<file path="src/rtl/shift_arb_pkg.sv">
// Shared widths, latency default and tracker entry type for the shift arbiter.
// Latency and backpressure: not applicable (types only).
package shift_arb_pkg;

   localparam int DATA_W  = 32;
   localparam int AMT_W   = 5;
   localparam int LAT_DEF = 5;

   typedef logic [DATA_W-1:0] data_t;
   typedef logic [AMT_W-1:0]  amt_t;

   typedef enum logic {
      OWN_R0 = 1'b0,
      OWN_R1 = 1'b1
   } owner_e;

   typedef struct packed {
      logic   vld;
      owner_e owner;
   } tag_t;

   function automatic owner_e other_owner(input owner_e o);
      return (o == OWN_R0) ? OWN_R1 : OWN_R0;
   endfunction

endpackage

</file>
<file path="src/rtl/shift_arb_if.sv">
// Requester, shifter and result signals of the shift arbiter.
// master = requesters plus external shifter, slave = the arbiter.
interface shift_arb_if;
   import shift_arb_pkg::*;

   logic  r0_vld;
   data_t r0_data;
   amt_t  r0_amt;
   logic  r0_rdy;

   logic  r1_vld;
   data_t r1_data;
   amt_t  r1_amt;
   logic  r1_rdy;

   logic  sh_vld;
   data_t sh_in;
   amt_t  sh_amt;
   data_t sh_res;

   logic  r0_done;
   logic  r1_done;
   data_t res;

   modport master (
      output r0_vld, r0_data, r0_amt,
      output r1_vld, r1_data, r1_amt,
      output sh_res,
      input  r0_rdy, r1_rdy,
      input  sh_vld, sh_in, sh_amt,
      input  r0_done, r1_done, res
   );

   modport slave (
      input  r0_vld, r0_data, r0_amt,
      input  r1_vld, r1_data, r1_amt,
      input  sh_res,
      output r0_rdy, r1_rdy,
      output sh_vld, sh_in, sh_amt,
      output r0_done, r1_done, res
   );

endinterface

</file>
<file path="src/rtl/shift_arb_tag_pipe.sv">
// Tag tracker: LAT-deep {vld, owner} delay line, entry emerges LAT cycles after load.
// No backpressure: advances every cycle; synchronous reset clears all entries.
module tag_pipe
   import shift_arb_pkg::*;
#(
   parameter int LAT = LAT_DEF
) (
   input  logic clk,
   input  logic rst,
   input  tag_t in_tag,
   output tag_t out_tag
);

   tag_t [LAT-1:0] pipe_q;
   tag_t [LAT-1:0] pipe_d;

   always_comb begin
      pipe_d    = pipe_q;
      pipe_d[0] = in_tag;
      for (int i = 1; i < LAT; i++) begin
         pipe_d[i] = pipe_q[i-1];
      end
   end

   always_ff @(posedge clk) begin
      if (rst) begin
         pipe_q <= '0;
      end else begin
         pipe_q <= pipe_d;
      end
   end

   assign out_tag = pipe_q[LAT-1];

endmodule

</file>
<file path="src/rtl/shift_arb.sv">
// Round-robin arbiter sharing one LAT-cycle pipelined shifter between two requesters.
// Issue 1 cycle after grant, result LAT cycles after issue; no result backpressure.
module shift_arb
   import shift_arb_pkg::*;
#(
   parameter int LAT = LAT_DEF
) (
   input  logic      clk,
   input  logic      rst,
   shift_arb_if.slave bus
);

   owner_e rr_q,       rr_d;
   logic   sh_vld_q,   sh_vld_d;
   data_t  sh_in_q,    sh_in_d;
   amt_t   sh_amt_q,   sh_amt_d;
   owner_e own_q,      own_d;
   data_t  res_q,      res_d;

   logic   gnt0;
   logic   gnt1;
   logic   done0;
   logic   done1;
   tag_t   issue_tag;
   tag_t   due_tag;

   // Grant is purely combinational so a lone requester is accepted in the same cycle.
   always_comb begin
      gnt0 = 1'b0;
      gnt1 = 1'b0;
      if (!rst) begin
         if (bus.r0_vld && (!bus.r1_vld || rr_q == OWN_R0)) begin
            gnt0 = 1'b1;
         end else if (bus.r1_vld) begin
            gnt1 = 1'b1;
         end
      end
   end

   always_comb begin
      rr_d     = rr_q;
      sh_vld_d = gnt0 | gnt1;
      sh_in_d  = sh_in_q;
      sh_amt_d = sh_amt_q;
      own_d    = own_q;
      if (gnt0) begin
         rr_d     = other_owner(OWN_R0);
         sh_in_d  = bus.r0_data;
         sh_amt_d = bus.r0_amt;
         own_d    = OWN_R0;
      end else if (gnt1) begin
         rr_d     = other_owner(OWN_R1);
         sh_in_d  = bus.r1_data;
         sh_amt_d = bus.r1_amt;
         own_d    = OWN_R1;
      end
   end

   always_comb begin
      issue_tag.vld   = sh_vld_q;
      issue_tag.owner = own_q;
   end

   tag_pipe #(
      .LAT (LAT)
   ) u_tag_pipe (
      .clk     (clk),
      .rst     (rst),
      .in_tag  (issue_tag),
      .out_tag (due_tag)
   );

   // res passes sh_res through on a due cycle and otherwise replays the last result.
   always_comb begin
      res_d = res_q;
      if (due_tag.vld) begin
         res_d = bus.sh_res;
      end
      done0 = !rst && due_tag.vld && (due_tag.owner == OWN_R0);
      done1 = !rst && due_tag.vld && (due_tag.owner == OWN_R1);
   end

   always_ff @(posedge clk) begin
      if (rst) begin
         rr_q     <= OWN_R0;
         sh_vld_q <= 1'b0;
         sh_in_q  <= '0;
         sh_amt_q <= '0;
         own_q    <= OWN_R0;
         res_q    <= '0;
      end else begin
         rr_q     <= rr_d;
         sh_vld_q <= sh_vld_d;
         sh_in_q  <= sh_in_d;
         sh_amt_q <= sh_amt_d;
         own_q    <= own_d;
         res_q    <= res_d;
      end
   end

   // Outputs are forced low during reset, including the cycle rst first rises.
   assign bus.r0_rdy  = gnt0;
   assign bus.r1_rdy  = gnt1;
   assign bus.sh_vld  = sh_vld_q & ~rst;
   assign bus.sh_in   = rst ? '0 : sh_in_q;
   assign bus.sh_amt  = rst ? '0 : sh_amt_q;
   assign bus.r0_done = done0;
   assign bus.r1_done = done1;
   assign bus.res     = rst ? '0 : res_d;

   a_one_grant : assert property (@(posedge clk) !(gnt0 && gnt1));
   a_one_done  : assert property (@(posedge clk) !(done0 && done1));

endmodule

</file>
<file path="src/flat_wrapper.sv">
// flat-port wrapper written by rule: the top's interface ports become plain ports
module shift_arb_flat import shift_arb_pkg::*;
#(
   parameter int LAT = LAT_DEF
)
  (clk, rst, bus_r0_vld, bus_r0_data, bus_r0_amt, bus_r1_vld, bus_r1_data, bus_r1_amt, bus_sh_res, bus_r0_rdy, bus_r1_rdy, bus_sh_vld, bus_sh_in, bus_sh_amt, bus_r0_done, bus_r1_done, bus_res);
  shift_arb_if bus_i ();
  input  logic clk;
  input  logic rst;
  input wire logic [$bits(bus_i.r0_vld)-1:0] bus_r0_vld;
  input wire logic [$bits(bus_i.r0_data)-1:0] bus_r0_data;
  input wire logic [$bits(bus_i.r0_amt)-1:0] bus_r0_amt;
  input wire logic [$bits(bus_i.r1_vld)-1:0] bus_r1_vld;
  input wire logic [$bits(bus_i.r1_data)-1:0] bus_r1_data;
  input wire logic [$bits(bus_i.r1_amt)-1:0] bus_r1_amt;
  input wire logic [$bits(bus_i.sh_res)-1:0] bus_sh_res;
  output wire logic [$bits(bus_i.r0_rdy)-1:0] bus_r0_rdy;
  output wire logic [$bits(bus_i.r1_rdy)-1:0] bus_r1_rdy;
  output wire logic [$bits(bus_i.sh_vld)-1:0] bus_sh_vld;
  output wire logic [$bits(bus_i.sh_in)-1:0] bus_sh_in;
  output wire logic [$bits(bus_i.sh_amt)-1:0] bus_sh_amt;
  output wire logic [$bits(bus_i.r0_done)-1:0] bus_r0_done;
  output wire logic [$bits(bus_i.r1_done)-1:0] bus_r1_done;
  output wire logic [$bits(bus_i.res)-1:0] bus_res;
  assign bus_i.r0_vld = bus_r0_vld;
  assign bus_i.r0_data = bus_r0_data;
  assign bus_i.r0_amt = bus_r0_amt;
  assign bus_i.r1_vld = bus_r1_vld;
  assign bus_i.r1_data = bus_r1_data;
  assign bus_i.r1_amt = bus_r1_amt;
  assign bus_i.sh_res = bus_sh_res;
  assign bus_r0_rdy = bus_i.r0_rdy;
  assign bus_r1_rdy = bus_i.r1_rdy;
  assign bus_sh_vld = bus_i.sh_vld;
  assign bus_sh_in = bus_i.sh_in;
  assign bus_sh_amt = bus_i.sh_amt;
  assign bus_r0_done = bus_i.r0_done;
  assign bus_r1_done = bus_i.r1_done;
  assign bus_res = bus_i.res;
  shift_arb #(.LAT(LAT)) u_core (.clk(clk), .rst(rst), .bus(bus_i));
endmodule
</file>
<file path="config.mk">
export PLATFORM = sky130hd
export DESIGN_NAME = shift_arb_flat
export DESIGN_NICKNAME = d
export VERILOG_FILES = /design/src/rtl/shift_arb_pkg.sv /design/src/rtl/shift_arb_if.sv /design/src/rtl/shift_arb_tag_pipe.sv /design/src/rtl/shift_arb.sv /design/src/flat_wrapper.sv
export SDC_FILE = /design/constraint.sdc
export NUM_CORES = 1
export LEC_CHECK = 0
export ABC_AREA = 1
export BUFFER_PORTS_ARGS = -buffer_cell sky130_fd_sc_hd__clkbuf_2
export CORE_ASPECT_RATIO = 0.75
export CORE_MARGIN = 1.5
export CORE_UTILIZATION = 50
export CTS_CLUSTER_DIAMETER = 50
export DETAILED_ROUTE_END_ITERATION = 6
export PLACE_DENSITY = 0.86
export SLEW_MARGIN = 20
export SYNTH_ARGS = -nofsm -noshare
export SYNTH_HDL_FRONTEND = slang
export SYNTH_SLANG_ARGS = --single-unit
</file>
<file path="constraint.sdc">
create_clock -name clk -period 2.6 [get_ports clk]
set_input_delay 0.52 -clock clk [delete_from_list [all_inputs] [get_ports clk]]
set_output_delay 0.52 -clock clk [all_outputs]
set_load 0.005 [all_outputs]
</file>
# [Word level (Yosys, flattened, before mapping)]
# Cells that the tools add are included.
[totals] output_inout_bits=74 inputBits=110 reg_bits=82 word_cells=45
[classes] reduce_logical=9 bitwise_logic=5 n_mux=15
[op_table] operator="32-bit two-way mux" n=5
[op_table] operator="5-bit two-way mux" n=3
[op_table] operator="1-bit two-way mux" n=7
[op_table] operator="1-bit logical AND" n=4
[op_table] operator="1-bit inverter" n=3
[op_table] operator="1-bit zero test" n=2
[op_table] operator="2-bit nonzero test" n=1
[op_table] operator="2-bit OR reduction" n=1
[op_table] operator="1-bit AND" n=1
[op_table] operator="1-bit logical OR" n=1
[op_table] operator="1-bit OR" n=1

# [Longest topological paths before layout]
[depth] depth_word=7 mapped_depth=8 ltp_nobuf=6

# [Cells and area by module]
# From an unflattened synthesis, not the netlist that was laid out.
[hier_totals] cells_unflattened=583 area_unflattened_um2=3724.8
[modules_own_cells] module="shift_arb" instances=1 cells_each=552 area_per_inst_um2=3438.3 seq_area_each_um2=1441.4
[modules_own_cells] module="tag_pipe" instances=1 cells_each=31 area_per_inst_um2=286.5 seq_area_each_um2=200.2

# [Least setup slack after synthesis]
# No wires, ideal clock.
[synth_timing] path_kind="input -> output" startpoint="input port rst" endpoint="output port bus_res[10]" setup_slack_ps=878 path_stages=5 t_arrival_ps=1202 path_buffers=2 path_cell_list="buf_2 -> inv_2 -> clkbuf_1 -> o21ai_0 -> nor2_1"
[synth_via] elab_chain_cells=1
[synth_lines] item="from (decl)" line="flat_wrapper.sv:9" rtl="input logic rst;"
[synth_lines] item="32-bit two-way mux" line="shift_arb.sv:109" rtl="assign bus.res = rst ? '0 : res_d;"
[synth_lines] item="to (decl)" line="flat_wrapper.sv:24" rtl="output wire logic [$bits(bus_i.res)-1:0] bus_res;"
# No other way between the ends.

# [Worst setup path in the final report]
[layout_timing] startpoint="input port rst" endpoint="output port bus_res[5]"
# The elaborated chain is that of the path after synthesis.

==> qor.yml <==
switching_share: 0.2704
yosysUniqueCellTypes: 17
die_h_um: 77.80
die_x_um: 102.7
finalCritPeriodShare: 0.9087
rsz0062_at_grt: "no"
synth_flop_cell: "dfxtp_1"
critical-path-top-delay-family: "buffers and inverters"
max-clock-path-buffers: 2
numCtsBuffers: 9
yosys-top-cells-count: "nor2_1 (189), inv_1 (123), dfxtp_1 (82)"
drtIter0Drc: 154
yosys.cell_count.top_type: "nor2_1"
final_nets: 859
finalSetupViolations: 0
wl_per_cell_um: 10.71
layout-drive-gt1-share: 0.2812
pwr-share-seq: 0.516
synth_edf_count: 0
p_sw_mw: 0.7110
maxSlewHeadroom: 0.5878
track_usage: 0.2334
max_stage_delay_ns: 0.53
cts_root_buf: "clkbuf_8"
status: "complete, no violations"
syn2layout_area_growth_pct: 29.69
cts_tree: "yes"
cp-start-kind: "primary input"
synth_warnings: 0
remaining_drc_errors: 0
tightest_slew_ns: 0.6174
vias: 3913
grt_pass1_wl_um: 15050
synth.area.top_cells: "dfxtp_1 (44%), nor2_1 (19%), inv_1 (12%), nand2_1 (7.6%), nand4_1 (6.2%)"
cp_data_arrival_time_ns: 1.84
synth_top_area_share: 0.4401
path_clk_slew_ns: 0.08
yosysSeqAreaShare: 0.4401
wl_met2_um: 4494
grt_overflow: 0
num_rows: 27
yosysTopAreaCell: "dfxtp_1"
tns_ns: 0
maxSlewViolCount: 0
die_area_mm2: 0.007992
pwr-share-comb: 0.159
synth_area_mm2: 0.003730
async_flop_share: 0
synth_nets: 691
antenna_found_initial: 0
crit_type: "primary input to output pin"
place_congestion: 0.8073
worstSetupEndpointType: "output pin"
fin_skew_ns: 0.009687
syn_inst: 581
postCtsSetupBuffers: 0
totalWireLength_um: 9156
n_antenna_cell: 0
port_buffers: 183
p_per_area_mw_per_mm2: 543.5
postCtsHoldBufs: 0
cp_common_cell: "clkbuf_2"
pin_count: 184
worstPathCellList: "clkbuf_2 > inv_2 > o21ai_0 > nor2_1 > clkbuf_2"
initial_core_util: 0.5111
crit_fanout: 44
grt_pass1_vias: 3525
clock_latency_ns: 0.34
clkSinkCount: 82
cp_num_buf_inv: 3
postRouteAntennaNets: 0
worst_ep_required_time_ns: 2.08
p_clk_frac: 0.324
hpwl_um: 6667
grt_max_degree: 45
viasPerCell: 4.577
cts_resized: 0
min_path_type: "flop to flop"
core_area_mm2: 0.007297
cap_violations: 0
dr.pass1.iters: 4
ys_ff_latch: 82
final.min_clock_period_ns: 2.363
power_leakage_nw: 2.988
highest_layer: "met4"
dr_wl_met3_um: 463
wl_met1_um: 3995
fmax_ghz: 0.4233
cp_slowest_cell: "inv_2"
internal_power_mw: 1.918
hold_violations: 0
syn_area_per_cell_um2: 6.420
timing.hold.ws_ns: 0.3999
htree_levels: 3
irDropWorstVdd_mv: 0.2973
## cells by family after synthesis
logic type,count (synthesis),share of synthesized area
AO/OA/AOI/OAI,35,0.04797
buffers and inverters,159,0.1785
flip-flops,82,0.4401
AND/OR/NAND/NOR,305,0.3334
## worst min-delay path, stage by stage (launching register included)
cell and delay, ns:
dfxtp_1 0.31, inv_1 0.04, nor2_1 0.03
## area by class of cell
type                       count  area [um2]
tap                          101       126.4
inverter                     124       465.4
multi-input combinational    340        1433
fill                         697        2460
clock buffer                  11       151.4
timing repair buffer         192       983.4
clock inverter                 5       36.28
sequential                    82        1642
## worst paths after layout
kind	startpoint	end	slack, ns	depth (start not counted)
worst max register to register	u_core.rr_q	u_core.sh_in_q[28]	0.92	7
worst max-delay path	rst	bus_res[5]	0.24	5
worst min register to register	u_core.u_tag_pipe.pipe_d[5]	u_core.u_tag_pipe.pipe_d[7]	0.40	2
worst min-delay path	u_core.u_tag_pipe.pipe_d[5]	u_core.u_tag_pipe.pipe_d[7]	0.40	2
## power groups by stage
stage | clock, mW | sequential, mW | combinational (mW)
after floorplan | 0 | 1.38 | 0.252
after global placement | 0 | 1.38 | 0.408
after detailed placement | 0 | 1.39 | 0.419
after CTS | 0.876 | 1.36 | 0.422
after global routing | 0.928 | 1.37 | 0.480
final | 0.853 | 1.36 | 0.419
## stage by stage
| step | worst slack, ns | power, mW | cells | cell area, um2 | utilization |
|---|---|---|---|---|---|
| 6_report | 0.2374 | 2.629 | 855 | 4837 | 0.6629 |
| 5_1_grt | 0.06211 | 2.774 | 855 | 4837 | 0.6629 |
| 4_1_cts | 0.2762 | 2.656 | 855 | 4837 | 0.6629 |
| 3_5_place_dp | 0.2820 | 1.806 | 839 | 4649 | 0.6372 |
| 3_3_place_gp | 0.3259 | 1.793 | 839 | 4649 | 0.6372 |
| 2_1_floorplan | 0.8784 | 1.634 | 581 | 3730 | - |
## state kept, by name (all words and copies together) (netlist names)
signal,cells
u_core.res_q,32
u_core.sh_amt_q,5
u_core.u_tag_pipe.out_tag,2
u_core.rr_q,1
u_core.sh_vld_q,1
u_core.own_q,1
u_core.sh_in_q,32
u_core.u_tag_pipe.pipe_d,8
## cells in the final DEF (no fill, tap or decap), drive strengths merged
| master | netlist | final |
|---|---|---|
| a21oi | 2 | 2 |
| nor3 | 1 | 1 |
| and3 | 1 | 1 |
| clkbuf | 10 | 194 |
| nand4 | 37 | 37 |
| o21ai | 33 | 33 |
| nor2 | 189 | 189 |
| inv | 124 | 125 |
| dfxtp | 82 | 82 |
| clkinv | 0 | 4 |
| buf | 25 | 9 |
| nand2 | 77 | 77 |
## per-layer routing
| layer | track usage | vias up |
|---|---|---|
| met5 | 0 | - |
| met4 | 0.09054 | 0 |
| met3 | 0.05856 | 21 |
| met2 | 0.4139 | 117 |
| met1 | 0.2675 | 1727 |
| li1 | - | 2048 |
Power figures use the tool's default switching activity.
